**config.mk**
```make
export PLATFORM = sky130hd
export DESIGN_NAME = vxe_cu_cmd_dispatch
export DESIGN_NICKNAME = d
export VERILOG_FILES = /design/src/rtl/vxe_cu_cmd_dispatch_pkg.sv /design/src/rtl/vxe_cu_cmd_decoder.sv /design/src/rtl/vxe_cu_cmd_dispatch.sv
export SDC_FILE = /design/constraint.sdc
export NUM_CORES = 1
export LEC_CHECK = 0
export CAP_MARGIN = 20
export CORE_ASPECT_RATIO = 1.5
export CORE_MARGIN = 1.5
export CORE_UTILIZATION = 46
export DETAILED_ROUTE_END_ITERATION = 8
export MAX_ROUTING_LAYER = met4
export PLACE_DENSITY = 0.8
export REMOVE_ABC_BUFFERS = 1
export SYNTH_ARGS = -nofsm -noshare
export SYNTH_HDL_FRONTEND = slang
export SYNTH_SLANG_ARGS = --single-unit
```
**constraint.sdc**
```tcl
create_clock -name clk -period 5.1 [get_ports clk]
set_input_delay 1.02 -clock clk [delete_from_list [all_inputs] [get_ports clk]]
set_output_delay 1.02 -clock clk [all_outputs]
set_load 0.02 [all_outputs]
```
**src/rtl/vxe_cu_cmd_dispatch_pkg.sv**
```systemverilog
// Shared definitions for the CU command dispatch stage.
// Covers the command word layout, the opcodes, the activation codes and the FSM encoding.
package vxe_cu_cmd_dispatch_pkg;

  // Command word: op[63:59] | dst[58:48] | pl[47:0]
  // dst: bcast[10] | vpu index[9:3] | thread[2:0]
  localparam int CMD_W      = 64;
  localparam int OP_MSB     = 63;
  localparam int OP_LSB     = 59;
  localparam int DST_MSB    = 58;
  localparam int DST_LSB    = 48;
  localparam int TH_MSB     = 50;
  localparam int TH_LSB     = 48;
  localparam int PL_MSB     = 47;
  localparam int PL_LSB     = 0;
  localparam int DST_BCAST  = 10;
  localparam int DST_VPU_MSB = 9;
  localparam int DST_VPU_LSB = 3;
  localparam int SYNC_STOP_BIT = 0;
  localparam int SYNC_INTR_BIT = 1;

  localparam logic [4:0] CU_CMD_NOP    = 5'h00;
  localparam logic [4:0] CU_CMD_SYNC   = 5'h01;
  localparam logic [4:0] VPU_CMD_SETVL = 5'h08;
  localparam logic [4:0] VPU_CMD_LOAD  = 5'h09;
  localparam logic [4:0] VPU_CMD_STORE = 5'h0A;
  localparam logic [4:0] VPU_CMD_PROD  = 5'h0B;
  localparam logic [4:0] VPU_CMD_ADD   = 5'h0C;
  localparam logic [4:0] VPU_CMD_ACT   = 5'h0D;

  // Activation function codes carried in pl[2:0] of an ACT command
  localparam logic [2:0] ACTF_NONE = 3'd0;
  localparam logic [2:0] ACTF_RELU = 3'd1;
  localparam logic [2:0] ACTF_SIGM = 3'd2;
  localparam logic [2:0] ACTF_TANH = 3'd3;

  localparam logic [2:0] ST_STOP  = 3'd0;
  localparam logic [2:0] ST_FETCH = 3'd1;
  localparam logic [2:0] ST_EXEC  = 3'd2;
  localparam logic [2:0] ST_DISP  = 3'd3;
  localparam logic [2:0] ST_SYNC  = 3'd4;

  typedef enum logic [1:0] {
    CMD_CLS_NOP,
    CMD_CLS_SYNC,
    CMD_CLS_VPU
  } cmd_cls_e;

endpackage

```
**src/rtl/vxe_cu_cmd_decoder.sv**
```systemverilog
// Combinational CU command decoder: classifies a command word, builds the VPU target mask
// and flags illegal opcodes, out-of-range targets and (optionally) malformed fields.
module vxe_cu_cmd_decoder
  import vxe_cu_cmd_dispatch_pkg::*;
#(
  parameter int VPUS_NR    = 2,
  parameter int VERIFY_FMT = 1
) (
  input  logic [CMD_W-1:0]   cmd,
  output logic               dec_err,
  output cmd_cls_e           cls,
  output logic [VPUS_NR-1:0] vpu_mask
);

  logic [4:0]  op;
  logic [10:0] dst;
  logic [47:0] pl;
  logic [6:0]  vpu_idx;
  logic        op_ok;
  logic        dst_ok;
  logic        fmt_ok;

  assign op      = cmd[OP_MSB:OP_LSB];
  assign dst     = cmd[DST_MSB:DST_LSB];
  assign pl      = cmd[PL_MSB:PL_LSB];
  assign vpu_idx = dst[DST_VPU_MSB:DST_VPU_LSB];

  // NOTE: every variable gets a default at the top so no path can infer a latch.
  always_comb begin
    cls      = CMD_CLS_NOP;
    op_ok    = 1'b1;
    dst_ok   = 1'b1;
    fmt_ok   = 1'b1;
    vpu_mask = '0;
    case (op)
      CU_CMD_NOP: begin
        fmt_ok = (dst == '0) && (pl == '0);
      end
      CU_CMD_SYNC: begin
        cls    = CMD_CLS_SYNC;
        fmt_ok = (dst == '0) && (pl[47:2] == '0);
      end
      VPU_CMD_SETVL, VPU_CMD_LOAD, VPU_CMD_STORE, VPU_CMD_PROD, VPU_CMD_ADD: begin
        cls = CMD_CLS_VPU;
      end
      VPU_CMD_ACT: begin
        cls    = CMD_CLS_VPU;
        fmt_ok = (pl[2:0] <= ACTF_TANH);
      end
      default: op_ok = 1'b0;
    endcase

    // A unicast to a VPU that does not exist is always fatal: it would have no receiver.
    if (cls == CMD_CLS_VPU) begin
      dst_ok = dst[DST_BCAST] || ({25'd0, vpu_idx} < 32'(VPUS_NR));
      for (int i = 0; i < VPUS_NR; i++) begin
        vpu_mask[i] = dst[DST_BCAST] || (vpu_idx == 7'(i));
      end
    end

    dec_err = !op_ok || !dst_ok || ((VERIFY_FMT != 0) && !fmt_ok);
  end

endmodule

```
**src/rtl/vxe_cu_cmd_dispatch.sv**
```systemverilog
// CU execution stage: pops command words, runs NOP/SYNC locally and hands VPU commands
// to the targeted VPUs, tracking outstanding per-VPU handshakes until all are accepted.
module vxe_cu_cmd_dispatch
  import vxe_cu_cmd_dispatch_pkg::*;
#(
  parameter int VPUS_NR    = 2,
  parameter int VERIFY_FMT = 1
) (
  input  logic               clk,
  input  logic               rst,
  input  logic               i_start,
  input  logic [63:0]        i_cmd_data,
  input  logic               i_cmd_vld,
  output logic               o_cmd_rd,
  output logic [VPUS_NR-1:0] o_vpu_cmd_vld,
  input  logic [VPUS_NR-1:0] i_vpu_cmd_rdy,
  output logic [4:0]         o_vpu_cmd_op,
  output logic [2:0]         o_vpu_cmd_th,
  output logic [47:0]        o_vpu_cmd_pl,
  input  logic [VPUS_NR-1:0] i_vpu_busy,
  output logic               o_busy,
  output logic               o_intr,
  output logic               o_err,
  output logic [63:0]        o_err_cmd
);

  logic [2:0]         state_q;
  logic [2:0]         state_d;
  logic [63:0]        cmd_q;
  logic [VPUS_NR-1:0] pend_q;
  logic [VPUS_NR-1:0] pend_left;
  logic               err_q;
  logic [63:0]        err_cmd_q;
  logic               vpu_idle;

  logic               dec_err;
  cmd_cls_e           dec_cls;
  logic [VPUS_NR-1:0] dec_mask;

  vxe_cu_cmd_decoder #(
    .VPUS_NR    (VPUS_NR),
    .VERIFY_FMT (VERIFY_FMT)
  ) u_decoder (
    .cmd      (cmd_q),
    .dec_err  (dec_err),
    .cls      (dec_cls),
    .vpu_mask (dec_mask)
  );

  // Targets still owed the command after this cycle's handshakes
  assign pend_left = pend_q & ~i_vpu_cmd_rdy;
  assign vpu_idle  = ~|i_vpu_busy;

  always_comb begin
    state_d = state_q;
    case (state_q)
      ST_STOP:  if (i_start) state_d = ST_FETCH;
      ST_FETCH: if (i_cmd_vld) state_d = ST_EXEC;
      ST_EXEC: begin
        if (dec_err) begin
          state_d = ST_STOP;
        end else begin
          case (dec_cls)
            CMD_CLS_NOP:  state_d = ST_FETCH;
            CMD_CLS_SYNC: state_d = ST_SYNC;
            default:      state_d = ST_DISP;
          endcase
        end
      end
      ST_DISP:  if (pend_left == '0) state_d = ST_FETCH;
      ST_SYNC:  if (vpu_idle) state_d = cmd_q[SYNC_STOP_BIT] ? ST_STOP : ST_FETCH;
      default:  state_d = ST_STOP;
    endcase
  end

  // NOTE: non-blocking assignments so every flop samples the pre-edge values of the others.
  always_ff @(posedge clk or posedge rst) begin
    if (rst) begin
      state_q   <= ST_STOP;
      cmd_q     <= '0;
      pend_q    <= '0;
      err_q     <= 1'b0;
      err_cmd_q <= '0;
    end else begin
      state_q <= state_d;

      if (state_q == ST_FETCH && i_cmd_vld) cmd_q <= i_cmd_data;

      if (state_q == ST_EXEC && !dec_err && dec_cls == CMD_CLS_VPU) begin
        pend_q <= dec_mask;
      end else if (state_q == ST_DISP) begin
        pend_q <= pend_left;
      end

      if (state_q == ST_STOP && i_start) begin
        err_q     <= 1'b0;
        err_cmd_q <= '0;
      end else if (state_q == ST_EXEC && dec_err) begin
        err_q     <= 1'b1;
        err_cmd_q <= cmd_q;
      end
    end
  end

  assign o_busy        = (state_q != ST_STOP);
  assign o_cmd_rd      = (state_q == ST_FETCH) && i_cmd_vld;
  assign o_vpu_cmd_vld = (state_q == ST_DISP) ? pend_q : '0;
  assign o_vpu_cmd_op  = cmd_q[OP_MSB:OP_LSB];
  assign o_vpu_cmd_th  = cmd_q[TH_MSB:TH_LSB];
  assign o_vpu_cmd_pl  = cmd_q[PL_MSB:PL_LSB];
  assign o_intr        = (state_q == ST_SYNC) && vpu_idle && cmd_q[SYNC_INTR_BIT];
  assign o_err         = err_q;
  assign o_err_cmd     = err_cmd_q;

endmodule

```
# [After elaboration in Yosys (flattened, before gate mapping)]
# Cells that the tools add are included.
[totals] register_bits=134 out_inout_bits=126
[classes] order_cmp=2 n_reduce_logical=34 bitwise_logic=2 mux=20 eq_ne=18
[ops] cell="$mux W64" n=2
[ops] cell="$logic_not A48 Y1" n=1
[ops] cell="$logic_not A46 Y1" n=1
[ops] cell="$eq A5 B4 Y1 const B" n=6
[ops] cell="$mux W3" n=5
[ops] cell="$pmux W3 S5" n=1
[ops] cell="$logic_not A11 Y1" n=1
[ops] cell="$logic_and A1 B1 Y1" n=9
[ops] cell="$mux W2" n=4
[ops] cell="$ne A2 B2 Y1 const B" n=4
[ops] cell="$reduce_or A8 Y1" n=1
[ops] cell="$eq A7 B1 Y1 const B" n=1
[ops] cell="$logic_not A7 Y1" n=1
[ops] cell="$lt A7 B2 Y1 const B" n=1
[ops] cell="$eq A3 B2 Y1 const B" n=2
[ops] cell="$pmux W3 S2" n=1
[ops] cell="$reduce_or A6 Y1" n=1
[ops] cell="$eq A5 B1 Y1 const B" n=1
[ops] cell="$logic_not A1 Y1" n=5
[ops] cell="$logic_not A5 Y1" n=1
[ops] cell="$logic_or A1 B1 Y1" n=5
[ops] cell="$mux W1" n=5
[ops] cell="$logic_not A2 Y1" n=2
[ops] cell="$pmux W2 S2" n=1
[ops] cell="other kinds (13)" n=14

# [Logic depth before layout (Yosys ltp)]
[depth] word_depth=12 mapped_depth=8 ltp_nobuf=5

# [By module]
# A second synthesis with hierarchy kept.
[unflattened] hier_cells=424 area_unflattened_um2=5903.2
[modules_own_cells] module="vxe_cu_cmd_dispatch" instances=1 cells_per_inst=384 area_each_um2=5671.7 seq_area_each_um2=3353.2
[modules_own_cells] module="vxe_cu_cmd_decoder" instances=1 cells_per_inst=40 area_each_um2=231.5 seq_area_each_um2=0.0

# [Least setup slack after synthesis]
# OpenSTA, ideal clock, no wires.
[synth_timing] path_kind="in2out" startpoint="in i_cmd_vld" endpoint="out o_cmd_rd" cell_stages=4 path_buffers=2 path_slack_ns=1.808 arrival_ns=2.272 cell_sequence="nand2b_1 nor3b_1 clkbuf_1 buf_1"
[synth_between] elab_chain_cells=1
[synth_lines] item="from (decl)" line="vxe_cu_cmd_dispatch.sv:13" source="input logic i_cmd_vld,"
[synth_lines] item="$logic_and A1 B1 Y1" line="vxe_cu_cmd_dispatch.sv:106" source="assign o_cmd_rd = (state_q == ST_FETCH) && i_cmd_vld;"
[synth_lines] item="to (decl)" line="vxe_cu_cmd_dispatch.sv:14" source="output logic o_cmd_rd,"
# Every way passes these cells.

# [Worst setup path after layout]
# Same ends and word-level chain as after synthesis.

==> flow_summary_export.csv <==
group,metric,value,unit
timing,hold_viol,0,
floorplanning,initial_core_util,0.474,
timing,slew_violations,0,
critical_path,crit_path_max_fanout,2,
pwr,pwr-share-seq,0.347,
timing,fmax,275,MHz
timing,tns,0,ns
clock_tree,cts_max_level,4,
clock_tree,clock-sinks,134,
timing,rsz0062_at_grt,"no",
logic_synthesis,yosys_most_used_dff,"dfrtp_1",
run_status,status,"completed",
floorplanning,core_area,12500,um^2
floorplanning,die_h,142,um
placement,dp_hpwl,10600,um
logic_synthesis,synth_area_leaders,"dfrtp_1 57%, mux2_2 12%, nand2_1 8.5%",
logic_synthesis,synth.top_cell.area_share,0.565,
logic_synthesis,synth_edf_count,0,
floorplanning,die-area,13600,um^2
pwr,power_density,715,nW/um^2
logic_synthesis,ys_types,36,
timing,whs,0.496,ns
routing,via_per_inst,5.26,
cells_and_area,utilization,0.656,
timing,slew_headroom,0.353,
pwr,power_frac_clock,0.208,
pwr,power_frac_comb,0.446,
timing,min_period,3.64,ns
routing,dr_wl_met3,809,um
grt,overflow,0,
pwr,vdd_drop_max,0.372,mV
run,drv_cap,0,
clock_tree,clockRootBuffer,"clkbuf_16",
pwr,intPower,3600,uW
clock_tree,clk_path_buf_depth,2,
floorplanning,rows,50,
logic_synthesis,synthArstFlopShare,1.00,
timing,final.setup_skew,0.0110,ns
routing,wl_met1,5820,um
grt,grt_max_degree,112,
critical_path,cp_data_required_time,4.08,ns
grt,grt_pass1_vias,4833,
routing,first_pass_iters,4,
logic_synthesis,avgSynthCellArea,10.7,um^2
critical_path,worstPathArrival,2.62,ns
routing,routed.top_layer,"met4",
clock_tree,cts_resized,0,
pwr,p_total,5860,uW
logic_synthesis,ys_seq_area_frac,0.565,
grt,grt_pass1_wl,24500,um
clock_tree,cts_buffers,17,
pwr,p_switching,2270,uW
pwr,sw_frac_of_total,0.387,
routing,via_count,4531,
timing,max_slew.worst_pin.slew,0.970,ns
routing,wl_per_cell,17.9,um
hold_path,hp-class,"flip-flop to flip-flop",
cells_and_area,diodes,0,
routing,drc,0,
cells_and_area,regArea,3350,um^2
cells_and_area,num-nets-final,764,
floorplanning,num_io_pins,198,
logic_synthesis,yosysWarnings,0,
logic_synthesis,synth_cells,556,
clock_tree,cts_hold_buf,0,
logic_synthesis,ys_top_cells_by_count,"134 x dfrtp_1, 134 x nand2_1, 61 x mux2_2",
cells_and_area,syn_to_final_growth,38.2,%
clock_tree,cts_tree,"yes",
clock_tree,path_clk_slew,0.06,ns
logic_synthesis,synthesis.area,5930,um^2
logic_synthesis,yosysTopAreaCell,"dfrtp_1",
placement,gp_congestion,0.844,
cells_and_area,fill_cells,951,
critical_path,setup.worst_path.start_class,"input port",
floorplanning,die_width,95.7,um
cells_and_area,multiInputGateArea,2010,um^2
cells_and_area,final_layout_size_suffix_gt1_frac,0.150,
timing,final-setup-viol-count,0,
critical_path,path_class,"input port to output pin",
routing,ant_nets,0,
clock_tree,cts_setup_buffers,0,
clock_tree,clock_latency,0.40,ns
routing,drt_wl_total,15400,um
grt,grt_antenna_before_repair,0,
grt,grtUsageTotal,0.247,
routing,wl_met2,8240,um
placement,port_buffers,197,
routing,initialDrtViolationCount,211,
critical_path,endpoint_kind,"output pin",
timing,finalCritPeriodShare,0.713,
logic_synthesis,synth-seq-cells,134,
pwr,p_leak,0.00343,uW
## critical path, cell delays in order
cell and delay (ns):
clkdlybuf4s50_1 0.48, nand2b_1 0.08, nor3b_2 0.30, clkdlybuf4s50_1 0.73
## path summary, 6_finish.rpt
check	to	cells past startpoint	from	slack [ns]
worst max-delay path	o_cmd_rd	4	i_cmd_vld	1.46
worst min-delay path	o_err	1	o_err	0.50
worst max register to register	o_err_cmd[61]	6	state_q[2]	2.46
worst min register to register	o_err	1	o_err	0.50
max in group asynchronous	o_err_cmd[52]	3	rst	2.97
min in group asynchronous	cmd_q[24]	2	rst	1.22
## area by class of cell
| cell class | count | area share |
|---|---|---|
| repair buffers | 202 | 0.245 |
| well taps | 156 | 0.0238 |
| multi-input cells | 330 | 0.245 |
| inverters | 7 | 0.00381 |
| clock inverters | 10 | 0.0146 |
| clock buffers | 22 | 0.0590 |
| flip-flops and latches | 134 | 0.409 |
## metal layers
layer / vias to the layer above / GRT usage
met5: - / -
met4: 0 / 0.120
met3: 36 / 0.0524
met2: 176 / 0.417
met1: 2231 / 0.271
li1: 2088 / -
## power groups by stage
stage	combinational [uW]	sequential [uW]	clock, uW
2_1_floorplan	848	2490	0
4_1_cts	2640	2030	1240
3_5_place_dp	2620	2040	0
6_report	2610	2030	1220
3_3_place_gp	2570	2010	0
5_1_grt	2790	2100	1300
## cell families (layout without fill, tap and decap cells)
family,Yosys count,count (layout),synth area share
AOI/OAI and AO/OA,82,82,0.0749
buffers and inverters,92,241,0.101
DFF,134,134,0.565
muxes,66,66,0.124
and+or+nand+nor,182,182,0.135
## flip-flops by register name, indices dropped and copies added, names as in the netlist
signal	flops
o_err	1
o_err_cmd	64
state_q	3
cmd_q	64
pend_q	2
## metrics by stage
step | worst slack, ns | cells | cell area (um^2)
2_1_floorplan | -2.13 | 471 | 5360
3_3_place_gp | 1.47 | 829 | 7600
3_5_place_dp | 1.48 | 829 | 7600
4_1_cts | 1.46 | 861 | 8200
5_1_grt | 1.42 | 861 | 8200
6_report | 1.46 | 861 | 8200
## cell usage in the layout (no fill, tap or decap), drive strengths merged
| master | instances |
|---|---|
| a21boi | 1 |
| a21o | 2 |
| a21oi | 6 |
| a31o | 1 |
| a31oi | 1 |
| and2 | 1 |
| and3 | 3 |
| buf | 5 |
| bufinv | 2 |
| clkbuf | 22 |
| clkdlybuf4s50 | 197 |
| clkinv | 5 |
| clkinvlp | 2 |
| dfrtp | 134 |
| inv | 8 |
| mux2 | 61 |
| mux2i | 5 |
| nand2 | 134 |
| nand2b | 2 |
| nand3 | 4 |
| nand3b | 1 |
| nand4 | 4 |
| nor2 | 9 |
| nor2b | 2 |
| nor3 | 3 |
| nor3b | 2 |
| nor4 | 13 |
| nor4b | 1 |
| o211ai | 1 |
| o21ai | 66 |
| o22a | 1 |
| o22ai | 1 |
| o31ai | 1 |
| o41ai | 1 |
| or3 | 1 |
| or4 | 2 |
Note: power is estimated with default switching activity, not from simulation.
